==> config.mk <==
export PLATFORM = sky130hd
export DESIGN_NAME = writeback_stage
export DESIGN_NICKNAME = d
export VERILOG_FILES = /design/src/rtl/writeback_stage.sv
export SDC_FILE = /design/constraint.sdc
export NUM_CORES = 1
export LEC_CHECK = 0
export ABC_AREA = 1
export BUFFER_PORTS_ARGS = -buffer_cell sky130_fd_sc_hd__buf_4
export CAP_MARGIN = 40
export CORE_MARGIN = 2
export CORE_UTILIZATION = 40
export CTS_BUF_LIST = sky130_fd_sc_hd__clkbuf_8
export DETAILED_ROUTE_END_ITERATION = 12
export PLACE_DENSITY = 0.71
export SYNTH_ARGS = -nofsm -noshare
export SYNTH_HDL_FRONTEND = slang
export SYNTH_SLANG_ARGS = --single-unit
==> constraint.sdc <==
create_clock -name clk -period 9.85 [get_ports clk]
set_clock_uncertainty 0.05 [all_clocks]
set_input_delay 2.955 -clock clk [delete_from_list [all_inputs] [get_ports clk]]
set_output_delay 2.955 -clock clk [all_outputs]
set_load 0.005 [all_outputs]
==> src/rtl/writeback_stage.sv <==
// rtl/writeback_stage.sv - pipeline writeback stage: W register bank, result select and load extraction.
// Optional retire counter enabled by defining WB_RETIRE_CNT_EN.
module writeback_stage #(
    parameter int XLEN  = 32,
    parameter int CNT_W = 64
) (
    input  logic             clk,
    input  logic             rst,
    input  logic             validM,
    input  logic             stallW,
    input  logic             flushW,
    input  logic             RegWriteM,
    input  logic [4:0]       RdM,
    input  logic [1:0]       ResultSrcM,
    input  logic [2:0]       LoadTypeM,
    input  logic [XLEN-1:0]  ALU_ResultM,
    input  logic [XLEN-1:0]  ReadDataM,
    input  logic [XLEN-1:0]  PCPlus4M,
    input  logic [XLEN-1:0]  ImmExtM,
    output logic             RegWriteW,
    output logic [4:0]       RdW,
    output logic [XLEN-1:0]  ResultW,
`ifdef WB_RETIRE_CNT_EN
    output logic [CNT_W-1:0] RetireCountW,
`endif
    output logic             validW
);

    localparam int OFF_W = (XLEN == 64) ? 3 : 2;
    localparam logic [OFF_W-1:0] HALF_MASK = {{(OFF_W-1){1'b1}}, 1'b0};
    localparam logic [OFF_W-1:0] WORD_MASK = OFF_W'((XLEN == 64) ? 4 : 0);

    if (!(XLEN == 32 || XLEN == 64) || CNT_W < 1) begin : g_bad_param
        $error("writeback_stage: XLEN must be 32 or 64 and CNT_W at least 1");
    end

    logic            regwrite_q;
    logic [4:0]      rd_q;
    logic [1:0]      result_src_q;
    logic [2:0]      load_type_q;
    logic [XLEN-1:0] alu_q;
    logic [XLEN-1:0] rdata_q;
    logic [XLEN-1:0] pc4_q;
    logic [XLEN-1:0] imm_q;
    logic            valid_q;
    logic            valid_d;

    // A flush kills the slot even while stalled; the data fields only track the enable.
    always_comb begin
        valid_d = valid_q;
        if (flushW)
            valid_d = 1'b0;
        else if (!stallW)
            valid_d = validM;
    end

    always_ff @(posedge clk or posedge rst) begin
        if (rst) begin
            regwrite_q   <= 1'b0;
            rd_q         <= '0;
            result_src_q <= '0;
            load_type_q  <= '0;
            alu_q        <= '0;
            rdata_q      <= '0;
            pc4_q        <= '0;
            imm_q        <= '0;
            valid_q      <= 1'b0;
        end else begin
            valid_q <= valid_d;
            if (!stallW) begin
                regwrite_q   <= RegWriteM;
                rd_q         <= RdM;
                result_src_q <= ResultSrcM;
                load_type_q  <= LoadTypeM;
                alu_q        <= ALU_ResultM;
                rdata_q      <= ReadDataM;
                pc4_q        <= PCPlus4M;
                imm_q        <= ImmExtM;
            end
        end
    end

    logic [OFF_W-1:0] off;
    logic [7:0]       byte_v;
    logic [15:0]      half_v;
    logic [31:0]      word_v;
    logic [XLEN-1:0]  load_data;

    assign off    = alu_q[OFF_W-1:0];
    assign byte_v = 8'(rdata_q >> {off, 3'b000});
    assign half_v = 16'(rdata_q >> {off & HALF_MASK, 3'b000});
    assign word_v = 32'(rdata_q >> {off & WORD_MASK, 3'b000});

    // funct3[2] selects zero extension; 011 and 111 pass the whole word through.
    always_comb begin
        load_data = rdata_q;
        case (load_type_q)
            3'b000:  load_data = XLEN'($signed(byte_v));
            3'b001:  load_data = XLEN'($signed(half_v));
            3'b010:  load_data = XLEN'($signed(word_v));
            3'b100:  load_data = XLEN'(byte_v);
            3'b101:  load_data = XLEN'(half_v);
            3'b110:  load_data = XLEN'(word_v);
            default: load_data = rdata_q;
        endcase
    end

    always_comb begin
        ResultW = alu_q;
        case (result_src_q)
            2'b00:   ResultW = alu_q;
            2'b01:   ResultW = load_data;
            2'b10:   ResultW = pc4_q;
            default: ResultW = imm_q;
        endcase
    end

    assign RdW       = rd_q;
    assign validW    = valid_q;
    assign RegWriteW = regwrite_q & valid_q & (rd_q != 5'd0);

`ifdef WB_RETIRE_CNT_EN
    logic [CNT_W-1:0] cnt_q;
    logic [CNT_W-1:0] cnt_d;

    assign cnt_d = (valid_q && !stallW) ? cnt_q + CNT_W'(1) : cnt_q;

    always_ff @(posedge clk or posedge rst) begin
        if (rst)
            cnt_q <= '0;
        else
            cnt_q <= cnt_d;
    end

    assign RetireCountW = cnt_q;
`endif

endmodule

==> results.ini <==
[critical_path]
cp.arrival_ns = 2.55
critPathKind = flip-flop to primary output
worstReg2RegEnd = load_type_q[1]
path_delay_family = flip-flops
worst-path-buf-inv = 1
path_cells = nand2_1, nand3_1, nand2_1, o21ai_0, nand4_1, buf_4
reg2reg_depth = 3
startpoint_type = flip-flop
critPathMaxStageDelay_ns = 0.96
worst_setup_path_end_kind = primary output
rrSetupSlack_ns = 8.42
r2r-start = load_type_q[1]
crit_fanout = 32
crit_slowest_cell = dfrtp_1
cpMostUsedCell = nand2_1
worstPathRequired_ns = 6.85

[cts]
cts-root-buf = clkbuf_8
cts.sinks = 140
holdBufCountCts = 0
numCtsBuffers = 17
clk_pin_slew_ns = 0.08
cts_max_level = 4
cts_resized = 0
clockBufferDepth = 2
post_cts_buffers = 0
cts_tree = done
clock_latency_ns = 0.45

[placement]
port_buffers = 182
place_inst = 1243
dp_hpwl_um = 14000
gp_congestion = 0.913

[sta]
max_slew_margin_pct = 38.2
finalHoldViolCount = 0
max_freq_mhz = 180
setup-violations-final = 0
layout_worst_path_cycle_share_pct = 56.4
fin_crit_ns = 5.55
rsz0062_at_grt = no
tns_ns = 0
slew_violations = 0
max_slew.worst_pin.slew_ns = 0.927

[power]
ir_worst_vdd_mv = 0.0870
p_clk_share_pct = 32.5
internal_power_mw = 0.972
leakage_nw = 4.53
power_density_nw_per_um2 = 164
p_sw_share_pct = 30.4
power_frac_comb_pct = 20.5
pwr-share-seq_pct = 47.1
p_sw_mw = 0.424

[die]
rows = 47
start_util_pct = 40.4
fp.dieH_um = 133
dieArea_um2 = 17600
die_w_um = 133
core_um2 = 16400
pin_count = 183

[yosys]
syn_inst = 884
yosysTopAreaCellShare_pct = 52.9
synthTopCellsByArea = dfrtp_1, nand2_1, a21oi_1, nand4_1, o21ai_0
synth_top_cell_by_area = dfrtp_1
ys_warn_count = 0
synthesis.nets = 1028
ys_seq_area_share_pct = 52.9
syn_area_um2 = 6630
syn_area_per_cell_um2 = 7.50
synth_cell_types = 22
ys_ff_latch = 140

[drt]
first_pass_iters = 5
wl_per_cell_um = 15.4
wl_um = 19700
ant_nets = 0
dr.first_iter.drc_count = 479
drc = 0
avgViaCountPerCell = 4.92
vias = 6269

[final_layout]
area_delta_synth_final_pct = 28.8
diodes = 0
nets = 1186
n_fill_cell = 1607
drive_above_1_share_pct = 23.2
final_cells = 1275

[grt]
antenna_found_initial = 0
grt.busiest_layer = met2
grt_max_degree = 87
use_met1_pct = 32.2
grt_overflow = 0
gr-usage-met2_pct = 32.8
grt_pass1_wl_um = 31000
grt_usage_pct = 22.8
grt_pass1_vias = 5944
globalRouteMet3Util_pct = 6.21

[worst_hold_path]
min_to = alu_q[2]
min-delay-start = alu_q[2]
holdPathStages = 2
hold_path.class = flip-flop to flip-flop

[run]
drv_cap = 0

[status]
outcome = finished, final reports clean

==> final cells by class <==
type / instances / area, um2 / area share [%]
Clock buffer: 17 / 234 / 2.74
Clock inverter: 15 / 150 / 1.76
Inverter: 46 / 180 / 2.11
Multi-Input combinational cell: 648 / 2740 / 32.1
Sequential cell: 140 / 3500 / 41.0
Tap cell: 220 / 275 / 3.22
Timing Repair Buffer: 189 / 1450 / 17.0
==> cell families after synthesis <==
logic type | Yosys count | synth area share [%]
AO/OA/AOI/OAI | 104 | 8.44
buffers and inverters | 96 | 5.80
flip-flops | 140 | 52.9
AND/OR/NAND/NOR | 544 | 32.9
==> Yosys cell counts <==
cell / n
nor2_2: 1
a21oi_1: 41
a21oi_2: 1
inv_1: 37
nand2_2: 10
o21ai_0: 32
buf_6: 1
dfrtp_1: 140
a31oi_1: 2
o211ai_1: 13
buf_4: 2
nand3_1: 5
nor3_1: 2
nand2_1: 480
inv_2: 9
nand4_1: 32
clkbuf_1: 39
nand2_4: 3
buf_2: 7
buf_1: 1
o21ai_1: 15
nor2_1: 11
==> stage by stage <==
step                      hold slack, ns  utilization (%)  power, mW  worst slack, ns  cell area [um2]
final                              0.433             52.0       1.40             4.30             8540
after global routing               0.445             52.0       1.47             4.06             8540
after CTS                          0.433             52.0       1.41             4.32             8540
after detailed placement           0.414             49.7      0.954             4.81             8150
after global placement             0.409             49.4      0.949             4.77             8110
after floorplan                    0.396                -      0.812             3.09             6630
==> layout by cell type (no fill, tap or decap), drive strengths merged <==
master,netlist,final
a21oi,42,42
a31oi,2,2
buf,11,189
bufinv,0,2
clkbuf,39,17
clkinv,0,4
clkinvlp,0,5
dfrtp,140,140
inv,46,50
nand2,493,493
nand3,5,5
nand4,32,32
nor2,12,12
nor3,2,2
o211ai,13,13
o21ai,47,47
==> worst max-delay path by stage <==
stage          startpoint  slack (ns)           to  cells past startpoint
6_report         alu_q[1]        4.30   ResultW[7]                      6
3_3_place_gp       stallW        4.77  rdata_q[15]                      5
4_1_cts          alu_q[1]        4.32  ResultW[30]                      9
3_5_place_dp     alu_q[1]        4.81  ResultW[30]                      9
5_1_grt          alu_q[1]        4.06  ResultW[30]                      9
2_1_floorplan         rst        3.09       RdW[0]                      1
==> state kept, by name, indices dropped and copies added, names as in the netlist <==
signal        cells
alu_q            32
imm_q            32
pc4_q            32
rdata_q          32
RdW               5
load_type_q       3
result_src_q      2
regwrite_q        1
validW            1
==> power by group through the flow <==
stage | sequential, mW | combinational, mW | clock, mW
6_report | 0.657 | 0.286 | 0.453
5_1_grt | 0.664 | 0.320 | 0.485
4_1_cts | 0.657 | 0.288 | 0.462
3_5_place_dp | 0.667 | 0.288 | 0
3_3_place_gp | 0.666 | 0.283 | 0
2_1_floorplan | 0.658 | 0.154 | 0
==> worst reg2reg max path, stage by stage, from the launching register on <==
cell     delay, ns
dfrtp_1       0.55
buf_4         0.37
inv_2         0.14
o21ai_0       0.22
==> metal layers <==
layer | wire [um] | share of wire (%) | vias to the layer above
met5 | 0 | 0 | -
met4 | 759 | 3.9 | 0
met3 | 1300 | 6.6 | 47
met2 | 8660 | 44 | 241
met1 | 8980 | 46 | 2891
li1 | - | - | 3090
Power figures use the tool's default switching activity.
